[src/rtl/spi_master_rd.sv]
// rtl/spi_master_rd.sv - SPI mode-0 frame master: streams DATA_NUM words out on MOSI while capturing MISO
//
// Runs one chip-select frame of DATA_NUM words of DATA_LEN bits, MSB first,
// with spi_clk half-period of HALF_DIV sys_clk cycles.
// Optional feature macro: SPI_MASTER_CS_GAP_EN adds a GAP state that holds
// spi_cs high (busy=1) for CS_GAP cycles after every done or abort.
//
// Ports:
//   sys_clk, sys_rst_n   clock, asynchronous active-low reset
//   start, abort         one-cycle frame request / frame termination
//   tx_data, tx_req      next MOSI word, requested one cycle before it is needed
//   rx_data, rx_valid    last MISO word, one-cycle update strobe
//   busy, done           frame in progress / one-cycle normal completion strobe
//   spi_cs, spi_clk      chip select (active low), serial clock
//   spi_mosi, spi_miso   serial data out / in (in is 2-flop synchronised)
module spi_master_rd #(
  parameter int HALF_DIV = 4,
  parameter int DATA_LEN = 8,
  parameter int DATA_NUM = 800,
  parameter int CS_GAP   = 8
) (
  input  logic                sys_clk,
  input  logic                sys_rst_n,
  input  logic                start,
  input  logic                abort,
  input  logic [DATA_LEN-1:0] tx_data,
  output logic                tx_req,
  output logic [DATA_LEN-1:0] rx_data,
  output logic                rx_valid,
  output logic                busy,
  output logic                done,
  output logic                spi_cs,
  output logic                spi_clk,
  output logic                spi_mosi,
  input  logic                spi_miso
);

  localparam int TOTAL_BITS = DATA_LEN * DATA_NUM;
  localparam int BW = $clog2(TOTAL_BITS + 1);
  localparam int IW = $clog2(DATA_LEN + 1);
  localparam logic [BW-1:0] LAST_BIT = BW'(TOTAL_BITS);
  localparam logic [IW-1:0] LAST_IDX = IW'(DATA_LEN - 1);
  localparam logic [7:0]    DIV_LAST = 8'(HALF_DIV - 1);

  localparam logic [2:0] S_IDLE  = 3'd0;
  localparam logic [2:0] S_SETUP = 3'd1;
  localparam logic [2:0] S_SHIFT = 3'd2;
  localparam logic [2:0] S_HOLD  = 3'd3;
`ifdef SPI_MASTER_CS_GAP_EN
  localparam logic [2:0] S_GAP   = 3'd4;
  localparam logic [2:0] S_END   = S_GAP;
  localparam int GW = $clog2(CS_GAP + 1);
  localparam logic [GW-1:0] GAP_LAST = GW'(CS_GAP - 1);
  logic [GW-1:0] gap_cnt;
`else
  localparam logic [2:0] S_END   = S_IDLE;
`endif

  if (HALF_DIV < 2 || HALF_DIV > 255 || DATA_LEN < 2 || DATA_NUM < 1 || CS_GAP < 1) begin : g_param_check
    $error("spi_master_rd: parameter out of range");
  end

  logic [2:0]          state;
  logic [7:0]          div_cnt;
  logic [BW-1:0]       bit_cnt;   // rising edges so far in the frame, 0..TOTAL_BITS
  logic [IW-1:0]       bit_idx;   // rising edges so far in the current word
  logic [DATA_LEN-2:0] tx_sh;     // bits still to send after the one on spi_mosi
  logic [DATA_LEN-2:0] rx_sh;     // bits received so far in the current word
  logic [DATA_LEN-1:0] rx_word;
  logic                miso_s1, miso_s2;
  logic                half_end;
  logic                in_frame;

  assign half_end = (div_cnt == DIV_LAST);
  assign in_frame = (state == S_SETUP) || (state == S_SHIFT) || (state == S_HOLD);
  assign rx_word  = {rx_sh, miso_s2};
  assign busy     = (state != S_IDLE);

  always_ff @(posedge sys_clk or negedge sys_rst_n) begin
    if (!sys_rst_n) begin
      miso_s1 <= 1'b0;
      miso_s2 <= 1'b0;
    end else begin
      miso_s1 <= spi_miso;
      miso_s2 <= miso_s1;
    end
  end

  always_ff @(posedge sys_clk or negedge sys_rst_n) begin
    if (!sys_rst_n) begin
      state    <= S_IDLE;
      div_cnt  <= '0;
      bit_cnt  <= '0;
      bit_idx  <= '0;
      tx_sh    <= '0;
      rx_sh    <= '0;
      rx_data  <= '0;
      rx_valid <= 1'b0;
      tx_req   <= 1'b0;
      done     <= 1'b0;
      spi_cs   <= 1'b1;
      spi_clk  <= 1'b0;
      spi_mosi <= 1'b0;
`ifdef SPI_MASTER_CS_GAP_EN
      gap_cnt  <= '0;
`endif
    end else begin
      tx_req   <= 1'b0;
      rx_valid <= 1'b0;
      done     <= 1'b0;
      if (abort && in_frame) begin
        // Abort also suppresses any tx_req/rx_valid this edge would have raised.
        state    <= S_END;
        spi_cs   <= 1'b1;
        spi_clk  <= 1'b0;
        spi_mosi <= 1'b0;
        div_cnt  <= '0;
        bit_cnt  <= '0;
        bit_idx  <= '0;
`ifdef SPI_MASTER_CS_GAP_EN
        gap_cnt  <= '0;
`endif
      end else begin
        case (state)
          S_IDLE: begin
            // done is still high on the first IDLE cycle; a start there is dropped.
            if (start && !done) begin
              state   <= S_SETUP;
              spi_cs  <= 1'b0;
              tx_req  <= 1'b1;
              div_cnt <= '0;
              bit_cnt <= '0;
              bit_idx <= '0;
            end
          end
          S_SETUP: begin
            if (half_end) begin
              div_cnt  <= '0;
              state    <= S_SHIFT;
              tx_sh    <= tx_data[DATA_LEN-2:0];
              spi_mosi <= tx_data[DATA_LEN-1];
            end else begin
              div_cnt <= div_cnt + 8'd1;
            end
          end
          S_SHIFT: begin
            if (half_end) begin
              div_cnt <= '0;
              spi_clk <= ~spi_clk;
              if (!spi_clk) begin
                rx_sh   <= rx_word[DATA_LEN-2:0];
                bit_cnt <= bit_cnt + 1'b1;
                if (bit_idx == LAST_IDX) begin
                  bit_idx  <= '0;
                  rx_data  <= rx_word;
                  rx_valid <= 1'b1;
                  if ((bit_cnt + 1'b1) != LAST_BIT) tx_req <= 1'b1;
                end else begin
                  bit_idx <= bit_idx + 1'b1;
                end
              end else begin
                // Falling edge: the final one ends shifting; a word boundary
                // (bit_idx back at 0) loads the word fetched by tx_req.
                if (bit_cnt == LAST_BIT) begin
                  state <= S_HOLD;
                end else if (bit_idx == '0) begin
                  tx_sh    <= tx_data[DATA_LEN-2:0];
                  spi_mosi <= tx_data[DATA_LEN-1];
                end else begin
                  tx_sh    <= tx_sh << 1;
                  spi_mosi <= tx_sh[DATA_LEN-2];
                end
              end
            end else begin
              div_cnt <= div_cnt + 8'd1;
            end
          end
          S_HOLD: begin
            if (half_end) begin
              div_cnt  <= '0;
              spi_cs   <= 1'b1;
              spi_mosi <= 1'b0;
              done     <= 1'b1;
              state    <= S_END;
`ifdef SPI_MASTER_CS_GAP_EN
              gap_cnt  <= '0;
`endif
            end else begin
              div_cnt <= div_cnt + 8'd1;
            end
          end
`ifdef SPI_MASTER_CS_GAP_EN
          S_GAP: begin
            if (gap_cnt == GAP_LAST) state <= S_IDLE;
            else gap_cnt <= gap_cnt + 1'b1;
          end
`endif
          default: state <= S_IDLE;
        endcase
      end
    end
  end

endmodule
[config.mk]
export PLATFORM = sky130hd
export DESIGN_NAME = spi_master_rd
export DESIGN_NICKNAME = d
export VERILOG_FILES = /design/src/rtl/spi_master_rd.sv
export SDC_FILE = /design/constraint.sdc
export NUM_CORES = 1
export LEC_CHECK = 0
export ABC_AREA = 1
export BUFFER_PORTS_ARGS = -buffer_cell sky130_fd_sc_hd__buf_2
export CORE_MARGIN = 5
export CORE_UTILIZATION = 64
export DETAILED_ROUTE_END_ITERATION = 12
export HOLD_SLACK_MARGIN = 0.05
export PLACE_DENSITY = 0.85
export SKIP_CTS_REPAIR_TIMING = 1
export SYNTH_ARGS = -nofsm -noshare
export SYNTH_HDL_FRONTEND = slang
export SYNTH_SLANG_ARGS = --single-unit
[constraint.sdc]
create_clock -name sys_clk -period 4.2 [get_ports sys_clk]
set_input_delay 0.21 -clock sys_clk [delete_from_list [all_inputs] [get_ports sys_clk]]
set_output_delay 0.21 -clock sys_clk [all_outputs]
set_load 0.03 [all_outputs]
# Yosys cells after proc, flatten, opt, wreduce, memory -nomap -nowiden
# Index checks and enable logic that the tools add are counted.
# word_totals
regBits,58
in_bits,13
output_inout_bits,15
word_cells,123
# classes
n_addsub,3
n_eq_ne,19
muxes,59
bitwise,2
reduce_logical,25
# ops
operator,n
2-to-1 mux 13 bit,4
2-to-1 mux 7 bit,5
2-to-1 mux 1 bit,27
one-hot mux 13 bit (2 select lines),1
2-to-1 mux 8 bit,3
2-to-1 mux 3 bit,7
2-to-1 mux 4 bit,5
AND reduction 6 bit,3
one-hot mux 8 bit (2 select lines),1
!= test 3 x 2 -> 1 bit (second input constant),5
one-hot mux 7 bit (2 select lines),1
adder 13 x 1 -> 13 bit (second input constant),1
equality test 13 bit (second input constant),1
!= test 13 bit (second input constant),1
one-hot mux 3 bit (4 select lines),1
nonzero test 3 bit,4
adder 8 x 1 -> 8 bit (second input constant),1
equality test 8 x 2 -> 1 bit (second input constant),1
!= test 2 bit (second input constant),4
one-hot mux 4 bit (2 select lines),1
AND reduction 4 bit,2
equality test 3 x 2 -> 1 bit (second input constant),2
!= test 3 bit (second input constant),2
nonzero test 2 bit,3
17 further kinds,22

# Longest topological paths before layout
# logic_depth
depth_word,8
ltp_mapped,12
mapped_depth_nobuf,12

# Least setup slack after synthesis
# No wires, ideal clock.
# synth_timing
kind,reg-to-reg
from,reg state[0]
to,reg bit_cnt[3]
setup_time_ns,0.118
arrival_ns,1.761
required_ns,4.082
path_slack_ns,2.321
path_stages_with_launch,11
n_path_buf,2
synth_period_minus_slack_ns,1.879
path_cell_list,dfrtp_1 inv_1 ha_1 buf_2 inv_1 nor2_1 inv_1 o21ai_2 nand2_1 buf_2 a21o_1
# synth_between
elab_chain_cells,6
word_cells_on_any_way,14
cone_classes,eq/ne: 6; mux: 2; reduce/logical: 6
# synth_rtl
element,line,rtl
"start, declared",63,logic [2:0] state;
"start signal, assigned",91,state <= S_IDLE;
"start signal, assigned",113,state <= S_END;
"start signal, assigned",128,state <= S_SETUP;
equality test 3 x 1 -> 1 bit or equality test 3 x 2 -> 1 bit (tied branches),"75, 124",
logical OR 1 bit (2 in a row),75,assign in_frame = (state == S_SETUP) || (state == S_SHIFT) || (state == S_HOLD);
logical AND 1 bit,111,if (abort && in_frame) begin
"!= test 3 x 2 -> 1 bit (no source line), or another cell as far along",--,
AND reduction 4 bit (no source line),--,
"end signal, assigned",152,bit_cnt <= bit_cnt + 1'b1;
"end, declared",65,logic [BW-1:0] bit_cnt;
# Several ways; a longest one is shown, not always the timed one.
# A chain may end at the register's enable or synchronous reset.

# Worst setup path after layout
# layout_timing
from,reg state[0]
to,reg bit_cnt[2]
# The elaborated chain is that of the path after synthesis.

==> flow_summary.ini <==
[global_route]
grt_overflow_total = 0
grtUsageTotal = 0.2343
grt_pass1_wl_um = 11470
grt_pass1_vias = 2744
grt_max_degree = 58
antenna_found_initial = 0

[clocking]
clock_latency_ns = 0.34
htree_levels = 3
clk_pin_slew_ns = 0.07
cts_tree = done
clk_path_buf_depth = 2
clkSinkCount = 57
numCtsBuffers = 9
cts-root-buf = clkbuf_8

[finish]
n_fill_cell = 345
final_cell_mix = nand2_1 (109), dfrtp_1 (56), inv_1 (42)
final_cells = 475
final_nets = 439
final_common_cell = nand2_1
diodes = 0
drive_above_1_share = 0.1615
final_core_util = 0.7428
area_growth_pct = 13.54

[setup_path]
crit_required_ns = 4.42
path_buf_inv = 3
cpMostUsedCell = inv_1
worstPathCellList = inv_1 -> ha_1 -> inv_1 -> nor2_1 -> inv_1 -> o21ai_2 -> nand2_1 -> a21oi_1 -> a21oi_1
max_stage_delay_ns = 0.49
cp_top_family = simple AND/OR/NAND/NOR gates
startpoint_type = flip-flop
crit_type = reg -> reg
crit_path_end_kind = flip-flop
arrival_ns = 2.57
crit_slowest_cell = nand2_1
worst-path-max-fanout = 20

[yosys]
synth_top_family_by_area = simple AND/OR/NAND/NOR gates
synth_edf_count = 0
synth_compound_area_frac = 0.1100
synth_flop_cell = dfrtp_1
synth.yosys.seq_area_share = 0.4682
yosysWarnings = 0
synthCells = 382
syn_avg_cell_area_um2 = 7.982
synth_nets = 405
synth_simple_gate_area_frac = 0.2762
synthMuxAreaShare = 0.01970
netlist_area_um2 = 3049
synthArstFlopShare = 1.000
synth-seq-cells = 57
synth_xor_area_frac = 0.01723
synth_fa_ha_area_frac = 0.04103
synth_cell_types = 29

[pwr]
peakVddDrop_uv = 394.4
leakagePower_uw = 0.001729
total_power_uw = 1890
pwr_density_cell_nw_per_um2 = 545.9

[detailed_routing]
vias = 2641
vias_per_cell = 5.560
ant_nets = 0
dr.pass1.iters = 4
drc = 0
avgRoutedWirePerCell_um = 13.84
drtIter0Drc = 161
routed_wirelength_um = 6573

[status]
status = finished with violations
failed_checks = hold timing

[sta]
skew_ns = 0.01212
max_slew_margin = 0.5248
clock.fmax_mhz = 425.8
setup_violations = 0
min_period_over_period = 0.5592
worstMarginPinSlew_ns = 0.7128
drv_slew = 0
hold_slack_ns = -0.01055
fin_ws_ns = 1.852
tns_ns = 0
min_period_ns = 2.349
rsz0062_at_grt = no
hold_viol = 8

[placed_design]
dp_slack_ns = 1.882
numPortBuffers = 27
dp.cells = 458
dpl.hpwl_um = 4626
place_congestion = 0.8840

[floorplan]
num_rows = 25
die_area_um2 = 6245
ioPinCount = 28
coreArea_um2 = 4661
fp.dieH_um = 79.03
die_x_um = 79.03
initial_utilization = 0.6542

[job]
max_cap_viol_count = 0

[worst_hold_path]
min_path_type = in -> async
## layer usage
metal | wire (um) | track usage
met1 | 2822 | 0.2749
met2 | 3274 | 0.3965
met3 | 312 | 0.05896
met4 | 163 | 0.1203
met5 | 0 | 0
## through the flow
stage               area, um2  hold slack (ns)
detailed placement       3226           0.3197
floorplan                3049         -0.08559
CTS                      3452         -0.03751
global placement         3226           0.3190
global route             3462          0.06734
finish                   3462         -0.01055
## sequential cells by signal, indices dropped and copies added (netlist names)
| register | count |
|---|---|
| spi_mosi | 1 |
| bit_cnt | 13 |
| miso_s2 | 1 |
| done | 1 |
| rx_data | 8 |
| bit_idx | 4 |
| rx_sh | 7 |
| spi_cs | 1 |
| tx_req | 1 |
| div_cnt | 8 |
| tx_sh | 7 |
| miso_s1 | 1 |
| state | 2 |
| spi_clk | 1 |
| rx_valid | 1 |
## synthesized netlist by cell type (3+ instances only)
cell       n  area, um2
o21ai_2    9      78.83
nand3_1   33      165.2
nand2_1  109      409.1
inv_1     42      157.7
o21ai_1    9      45.04
nor2_2     3      18.77
buf_2      6      30.03
dfrtp_1   56       1401
nand4_1    4      25.02
a21oi_1   11      55.05
xor2_1     4      35.03
o21ai_0   22      110.1
nand2_2    5      31.28
mux2i_1    6      60.06
nor2_1    36      135.1
ha_1      10      125.1
## area by class of cell
cell class,count,area [um2],area share
clock buffer,9,123.9,0.03578
clock inverter,7,102.6,0.02963
inverter,44,165.2,0.04770
multi-input combinational,274,1415,0.4087
sequential,57,1428,0.4124
tap,54,67.56,0.01952
timing repair buffer,30,160.2,0.04626
## worst reg2reg max path, cell delays in order, from the launching register on
cell and delay, ns:
dfrtp_1 0.43, inv_1 0.14, ha_1 0.32, inv_1 0.13
nor2_1 0.14, inv_1 0.07, o21ai_2 0.17, nand2_1 0.49
a21oi_1 0.28, a21oi_1 0.06
## cells by family after synthesis
kind of cell	after synthesis
mux	6
fa+ha+maj	10
simple gates	195
buf+inv	51
flops	57
compound gates	57
xor+xnor	6
## final timing paths
path                            slack (ns)  cells after the start       start          to
worst min register to register        0.35                      0     miso_s1     miso_s2
max in group asynchronous             3.71                      2   sys_rst_n    tx_sh[2]
worst min-delay path                 -0.01                      2   sys_rst_n  bit_cnt[5]
min in group sys_clk                  0.13                      3  tx_data[0]    tx_sh[0]
worst max register to register        1.85                      9    state[0]  bit_cnt[2]
worst max-delay path                  1.85                      9    state[0]  bit_cnt[2]
## report_power, final
part,switching [uW],total [uW],internal [uW]
sequential,72.8,719,647
clock,241,579,338
combinational,425,591,166
total,739,1890,1150
No activity file was read; power rests on OpenSTA's default activity.
